File: config.mk
export PLATFORM = sky130hd
export DESIGN_NAME = uart_event_deframer_flat
export DESIGN_NICKNAME = d
export VERILOG_FILES = /design/src/rtl/uart_event_deframer_if.sv /design/src/rtl/uart_event_deframer.sv /design/src/flat_wrapper.sv
export SDC_FILE = /design/constraint.sdc
export NUM_CORES = 1
export LEC_CHECK = 0
export BUFFER_PORTS_ARGS = -buffer_cell sky130_fd_sc_hd__buf_2
export CORE_AREA = 5 5 180 182
export CTS_CLUSTER_SIZE = 28
export DETAILED_ROUTE_END_ITERATION = 10
export DIE_AREA = 0 0 185 187
export PLACE_DENSITY_LB_ADDON = 0.3
export SETUP_SLACK_MARGIN = 0.02
export SLEW_MARGIN = 5
export SYNTH_ARGS = -nofsm -noshare
export SYNTH_HDL_FRONTEND = slang
export SYNTH_SLANG_ARGS = --single-unit
File: constraint.sdc
create_clock -name clk -period 6.45 [get_ports clk]
set_clock_uncertainty 0.05 [all_clocks]
set_input_delay 1.29 -clock clk [delete_from_list [all_inputs] [get_ports clk]]
set_output_delay 1.29 -clock clk [all_outputs]
set_load 0.005 [all_outputs]
File: src/rtl/uart_event_deframer_if.sv
// Byte-in / event-out handshake bundle for the UART event deframer.
// The slave view belongs to the deframer. The master view belongs to the byte source and event sink.
interface uart_event_deframer_if;
  logic [7:0] rx_data;
  logic       rx_valid;
  logic       event_valid;
  logic [8:0] event_x;
  logic [8:0] event_y;
  logic       event_polarity;
  logic       event_ready;

  modport master (
    output rx_data, rx_valid, event_ready,
    input  event_valid, event_x, event_y, event_polarity
  );

  modport slave (
    input  rx_data, rx_valid, event_ready,
    output event_valid, event_x, event_y, event_polarity
  );
endinterface

File: src/rtl/uart_event_deframer.sv
// Parses 5-byte [X_HI,X_LO,Y_HI,Y_LO,POL] packets and the 0xFF/0xFE commands from a UART byte
// stream. Valid events are buffered in a first-word-fall-through FIFO with error and drop counters.
module uart_event_deframer #(
  parameter int unsigned FIFO_DEPTH     = 8,
  parameter int unsigned SENSOR_RES     = 320,
  parameter int unsigned TIMEOUT_CYCLES = 5208
) (
  input  logic                          clk,
  input  logic                          rst_n,
  uart_event_deframer_if.slave          bus,
  output logic                          cmd_echo,
  output logic                          cmd_status,
  output logic [$clog2(FIFO_DEPTH):0]   fifo_count,
  output logic [15:0]                   drop_count,
  output logic [15:0]                   err_count
);

  localparam int unsigned PtrW = $clog2(FIFO_DEPTH);
  localparam int unsigned CntW = PtrW + 1;
  localparam int unsigned TmoW = $clog2(TIMEOUT_CYCLES + 1);
  localparam logic [TmoW-1:0] TmoLast = TmoW'(TIMEOUT_CYCLES - 1);
  localparam logic [CntW-1:0] CntFull = CntW'(FIFO_DEPTH);

  typedef enum logic [2:0] {SXHi, SXLo, SYHi, SYLo, SPol} state_e;

  state_e            state_d, state_q;
  logic              x_hi_d, x_hi_q, y_hi_d, y_hi_q;
  logic [7:0]        x_lo_d, x_lo_q, y_lo_d, y_lo_q;
  logic [TmoW-1:0]   idle_d, idle_q;
  logic              echo_d, echo_q, status_d, status_q;
  logic [PtrW-1:0]   wr_ptr_d, wr_ptr_q, rd_ptr_d, rd_ptr_q;
  logic [CntW-1:0]   count_d, count_q;
  logic [15:0]       err_d, err_q, drop_d, drop_q;
  logic [18:0]       mem_q [FIFO_DEPTH];

  logic              parse_err, evt_done, range_err, fifo_full, push, pop;
  logic [8:0]        evt_x, evt_y;

  always_comb begin
    state_d   = state_q;
    x_hi_d    = x_hi_q;
    x_lo_d    = x_lo_q;
    y_hi_d    = y_hi_q;
    y_lo_d    = y_lo_q;
    idle_d    = idle_q;
    echo_d    = 1'b0;
    status_d  = 1'b0;
    parse_err = 1'b0;
    evt_done  = 1'b0;
    if (bus.rx_valid) begin
      // A byte arriving in the timeout cycle is processed; the timeout is not taken.
      idle_d = '0;
      case (state_q)
        SXHi: begin
          if (bus.rx_data == 8'hFF) begin
            echo_d = 1'b1;
          end else if (bus.rx_data == 8'hFE) begin
            status_d = 1'b1;
          end else if (bus.rx_data[7:1] == 7'd0) begin
            x_hi_d  = bus.rx_data[0];
            state_d = SXLo;
          end else begin
            parse_err = 1'b1;
          end
        end
        SXLo: begin
          x_lo_d  = bus.rx_data;
          state_d = SYHi;
        end
        SYHi: begin
          if (bus.rx_data[7:1] == 7'd0) begin
            y_hi_d  = bus.rx_data[0];
            state_d = SYLo;
          end else begin
            parse_err = 1'b1;
            state_d   = SXHi;
          end
        end
        SYLo: begin
          y_lo_d  = bus.rx_data;
          state_d = SPol;
        end
        SPol: begin
          evt_done = 1'b1;
          state_d  = SXHi;
        end
        default: state_d = SXHi;
      endcase
    end else if (state_q != SXHi && idle_q == TmoLast) begin
      parse_err = 1'b1;
      state_d   = SXHi;
      idle_d    = '0;
    end else if (idle_q != TmoLast) begin
      idle_d = idle_q + 1'b1;
    end
  end

  assign evt_x     = {x_hi_q, x_lo_q};
  assign evt_y     = {y_hi_q, y_lo_q};
  assign range_err = (32'(evt_x) >= SENSOR_RES) || (32'(evt_y) >= SENSOR_RES);
  assign fifo_full = (count_q == CntFull);
  assign push      = evt_done && !range_err && !fifo_full;
  assign pop       = (count_q != '0) && bus.event_ready;

  always_comb begin
    wr_ptr_d = push ? wr_ptr_q + 1'b1 : wr_ptr_q;
    rd_ptr_d = pop ? rd_ptr_q + 1'b1 : rd_ptr_q;
    count_d  = count_q;
    if (push && !pop) count_d = count_q + 1'b1;
    if (pop && !push) count_d = count_q - 1'b1;
    // Coincident error sources count once.
    err_d = err_q;
    if ((parse_err || (evt_done && range_err)) && err_q != 16'hFFFF) err_d = err_q + 1'b1;
    drop_d = drop_q;
    if (evt_done && !range_err && fifo_full && drop_q != 16'hFFFF) drop_d = drop_q + 1'b1;
  end

  always_ff @(posedge clk or negedge rst_n) begin
    if (!rst_n) begin
      state_q  <= SXHi;
      x_hi_q   <= 1'b0;
      x_lo_q   <= '0;
      y_hi_q   <= 1'b0;
      y_lo_q   <= '0;
      idle_q   <= '0;
      echo_q   <= 1'b0;
      status_q <= 1'b0;
      wr_ptr_q <= '0;
      rd_ptr_q <= '0;
      count_q  <= '0;
      err_q    <= '0;
      drop_q   <= '0;
      for (int i = 0; i < FIFO_DEPTH; i++) mem_q[i] <= '0;
    end else begin
      state_q  <= state_d;
      x_hi_q   <= x_hi_d;
      x_lo_q   <= x_lo_d;
      y_hi_q   <= y_hi_d;
      y_lo_q   <= y_lo_d;
      idle_q   <= idle_d;
      echo_q   <= echo_d;
      status_q <= status_d;
      wr_ptr_q <= wr_ptr_d;
      rd_ptr_q <= rd_ptr_d;
      count_q  <= count_d;
      err_q    <= err_d;
      drop_q   <= drop_d;
      if (push) mem_q[wr_ptr_q] <= {evt_x, evt_y, bus.rx_data[0]};
    end
  end

  assign bus.event_valid = (count_q != '0);
  assign {bus.event_x, bus.event_y, bus.event_polarity} = mem_q[rd_ptr_q];
  assign cmd_echo   = echo_q;
  assign cmd_status = status_q;
  assign fifo_count = count_q;
  assign drop_count = drop_q;
  assign err_count  = err_q;

endmodule

File: src/flat_wrapper.sv
// flat-port wrapper written by rule: the top's interface ports become plain ports
module uart_event_deframer_flat 
#(
  parameter int unsigned FIFO_DEPTH     = 8,
  parameter int unsigned SENSOR_RES     = 320,
  parameter int unsigned TIMEOUT_CYCLES = 5208
)
  (clk, rst_n, cmd_echo, cmd_status, fifo_count, drop_count, err_count, bus_rx_data, bus_rx_valid, bus_event_ready, bus_event_valid, bus_event_x, bus_event_y, bus_event_polarity);
  uart_event_deframer_if bus_i ();
  input  logic clk;
  input  logic rst_n;
  output logic cmd_echo;
  output logic cmd_status;
  output logic [$clog2(FIFO_DEPTH):0] fifo_count;
  output logic [15:0] drop_count;
  output logic [15:0] err_count;
  input wire logic [$bits(bus_i.rx_data)-1:0] bus_rx_data;
  input wire logic [$bits(bus_i.rx_valid)-1:0] bus_rx_valid;
  input wire logic [$bits(bus_i.event_ready)-1:0] bus_event_ready;
  output wire logic [$bits(bus_i.event_valid)-1:0] bus_event_valid;
  output wire logic [$bits(bus_i.event_x)-1:0] bus_event_x;
  output wire logic [$bits(bus_i.event_y)-1:0] bus_event_y;
  output wire logic [$bits(bus_i.event_polarity)-1:0] bus_event_polarity;
  assign bus_i.rx_data = bus_rx_data;
  assign bus_i.rx_valid = bus_rx_valid;
  assign bus_i.event_ready = bus_event_ready;
  assign bus_event_valid = bus_i.event_valid;
  assign bus_event_x = bus_i.event_x;
  assign bus_event_y = bus_i.event_y;
  assign bus_event_polarity = bus_i.event_polarity;
  uart_event_deframer #(.FIFO_DEPTH(FIFO_DEPTH), .SENSOR_RES(SENSOR_RES), .TIMEOUT_CYCLES(TIMEOUT_CYCLES)) u_core (.clk(clk), .rst_n(rst_n), .bus(bus_i), .cmd_echo(cmd_echo), .cmd_status(cmd_status), .fifo_count(fifo_count), .drop_count(drop_count), .err_count(err_count));
endmodule
==> summary.md <==
| Metric | Value |
|---|---|
| H-tree Lvls | `1` |
| CTS root buf | `clkbuf_16` |
| Worst R2R Start | `u_core.y_lo_q[7]` |
| Total track usage | `13.5%` |
| 1st-pass router iterations | `4` |
| Finished Core Util | `40.1%` |
| Clock Sinks | `230` |
| Comb pwr share | `13.1%` |
| R2R depth | `6` |
| Layout Nets | `822` |
| Outcome | `complete, no violations` |
| Die area | `0.0346 sq mm` |
| RR Endpoint | `u_core.mem_q[63]` |
| Initial Util | `34.7%` |
| PD cells | `297 mW/mm^2` |
| Commonest register cell after synthesis | `dfrtp_1` |
| Routed Antenna Nets | `0` |
| Resize count post-CTS | `0` |
| Min-Delay Path Depth | `1` |
| Switching pwr | `947 uW` |
| Largest net degree at the start of global routing | `135` |
| Simple-Gate Fraction of Synth Area | `7.86%` |
| Post-CTS Setup Repair Bufs | `0` |
| 1st-iter DRT viols | `329` |
| Final Hold Fails | `0` |
| Setup TNS | `0 ns` |
| Adder-cell share of the synthesized area | `0.949%` |
| Chip Height | `187 um` |
| Die width | `185 um` |
| Area fraction of the dominant cell type after synthesis | `54.6%` |
| Achievable Freq | `237 MHz` |
| Slowest CP cell | `dfrtp_2` |
| Hold path endpoint | `u_core.rd_ptr_q[2]` |
| CP required | `5.11 ns` |
| RSZ-0062 raised after global routing | `false` |
| PortBufs | `69` |
| Mean Syn Cell Area | `14.4 sq um` |
| # diodes | `0` |
| Share of power burned in registers | `44.8%` |
| Top post-synthesis cells by area | `dfrtp_1 (55%), mux2_2 (18%), mux4_2 (8.1%)` |
| Synth Area in Compound Gates | `2.18%` |
| Synthesized flop and latch total | `230` |
| Core Region | `0.0304 sq mm` |
| Syn Nets | `753` |
| Internal power | `2680 uW` |
| Vias in the first global route | `6,582` |
| CTS tree | `done` |
| Multi-input gate area | `0.00458 sq mm` |
| Post-route DRC | `0` |
| Yosys cell types | `59` |
| Switching share of power | `26.1%` |
| WS Path Type | `reg2out` |
| Clock Tree Buf Depth | `3` |
| RD Place Congestion | `0.765` |
| Fin crit period | `4.22 ns` |
| Pleak | `0.00586 uW` |
| Top Ports | `70` |
| Syn Inst Count | `733` |
| Setup violation total in the final timing report | `0` |
| Ratio of cells with drive above 1 in the final layout | `41.5%` |
| Max FO, Critical Path | `22` |
| TritonCTS Buffers | `26` |
| Initial antenna violation count | `1` |
| Filler cells | `2,866` |
| Combinational family with the most area after synthesis | `multiplexers` |
| Total gr overflow | `0` |
| # hold bufs at CTS | `0` |
| Startpoint Class | `register` |
| Post-synthesis xor/xnor area fraction | `3.40%` |
| Mux cell area share after synthesis | `28.9%` |
| Post-synth EDFFs | `0` |
| Clock Latency Late Sink | `0.52 ns` |
| Crit-path max cell delay | `0.86 ns` |
| Drt total wl | `22,800 um` |
| Max-Cap Viols | `0` |
| Seq/Total Area, Yosys | `54.6%` |
| Synth Warn # | `0` |
| Final Max Slew Viols | `0` |
| Most area-hungry cell type in the Yosys netlist | `dfrtp_1` |
| VDD IR max | `0.191 mV` |
| Ys async rst share | `100%` |
| Site row count | `64` |
| Clk network pwr share | `42.1%` |
| Worst-margin pin slew | `1.06 ns` |
| First-pass GRT wire length | `37,700 um` |
| WL/cell | `18.8 um` |
| Register-to-register setup slack | `3.50 ns` |
| Sequential cell area | `0.00576 sq mm` |
| Max-Slew Margin vs Limit | `29.2%` |
| Critical-path cell list | `buf_4, mux4_2, mux2_2, buf_2` |
| Layout area overhead | `15.7%` |
| Post-Syn Area | `0.0105 sq mm` |
| Routed via count | `6,254` |
| CP Data Arrival Time | `2.88 ns` |
| Setup crit end kind | `output port` |
| Period utilization | `65.5%` |
| Clock-pin slew on the worst setup and hold paths | `0.06 ns` |
| Hold Path Class | `reg2reg` |
| Vias per cell | `5.15` |
| Hold Startpoint | `u_core.rd_ptr_q[2]` |
| Detailed placement HPWL | `14,100 um` |
-- synth_stat cells, drive strengths merged, types with 10 or more instances --
master / instances
dfrtp: 230
mux2: 195
mux4: 38
xnor2: 31
nor2: 28
nand2: 27
buf: 22
nand4: 19
nand3: 18
clkbuf: 15
inv: 11
and3: 10
xor2: 10
-- logic make-up (layout without fill, tap and decap cells) --
family	Yosys count	in the layout
buffers and inverters	48	134
adder cells (fa/ha/maj)	8	8
multiplexers	233	233
AND/OR/NAND/NOR	140	140
flip-flops	230	230
XOR/XNOR	41	41
AO/OA/AOI/OAI	33	33
-- power by group through the flow --
stage | Combinational (uW) | Sequential (uW) | Clock, uW
after global routing | 527 | 1640 | 1630
after floorplan | 367 | 1580 | 0
after global placement | 486 | 1660 | 0
after CTS | 490 | 1630 | 1570
after detailed placement | 489 | 1650 | 0
final | 475 | 1620 | 1520
-- flip-flops by register name, indices dropped and copies added, names as in the netlist, 4 cells and up --
signal,flops
u_core.idle_q,13
u_core.err_count,16
u_core.fifo_count,4
u_core.x_lo_q,8
u_core.y_lo_q,8
u_core.mem_q,152
u_core.drop_count,16
-- how the worst max path moves through the flow --
stage / from / endpoint / slack [ns] / cells after the start
detailed placement: bus_rx_data[4] / u_core.err_count[1] / 2.49 / 6
global placement: bus_rx_data[4] / u_core.err_count[1] / 2.50 / 6
finish: u_core.rd_ptr_q[0] / bus_event_y[7] / 2.23 / 4
global route: u_core.rd_ptr_q[0] / bus_event_y[7] / 1.97 / 4
floorplan: bus_rx_valid / u_core.mem_q[112] / 3.31 / 8
CTS: u_core.rd_ptr_q[0] / bus_event_x[8] / 2.10 / 4
-- metal layers --
| metal | global-route usage, % | wire, um | up-vias |
|---|---|---|---|
| met5 | 0 | 13 | - |
| met4 | 3.39 | 536 | 2 |
| met3 | 2.45 | 814 | 41 |
| met2 | 20.7 | 10600 | 80 |
| met1 | 19.9 | 10900 | 3298 |
| li1 | - | - | 2833 |
-- layout by cell type, fill, tap and decap left out, drive strengths merged, types with 4 or more instances in the layout --
cell      n
nand4    19
nand2    27
ha        8
nor3      7
buf      78
nand3b    4
mux4     38
nor2     28
dfrtp   230
xnor2    31
and2      4
clkbuf   38
mux2    195
o21ai     7
a21oi     8
xor2     10
inv      12
and3     10
a31oi     4
nand3    18
-- per-stage QoR --
stage	power, uW	area, sq um	setup WS (ns)	instances	hold slack (ns)
detailed placement	2140	11300	2.49	1170	0.414
global route	3800	12200	1.97	1215	0.433
global placement	2140	11300	2.50	1170	0.412
finish	3620	12200	2.23	1215	0.417
floorplan	1950	10500	3.31	733	0.402
CTS	3690	12200	2.10	1215	0.425
-- final cells by class --
class | count | share of cell area, %
clock buffers | 38 | 6.37
clock inverters | 7 | 0.933
inverters | 11 | 0.338
multi-input cells | 455 | 37.5
flip-flops and latches | 230 | 47.2
well taps | 396 | 4.06
repair buffers | 78 | 3.57
-- critical path: cells and delay by family, from the launching register on --
kind / cells / cell delay, ns
buffers and inverters: 2 / 0.64
DFF: 1 / 0.86
muxes: 2 / 0.86
No activity file was read; power rests on OpenSTA's default activity.
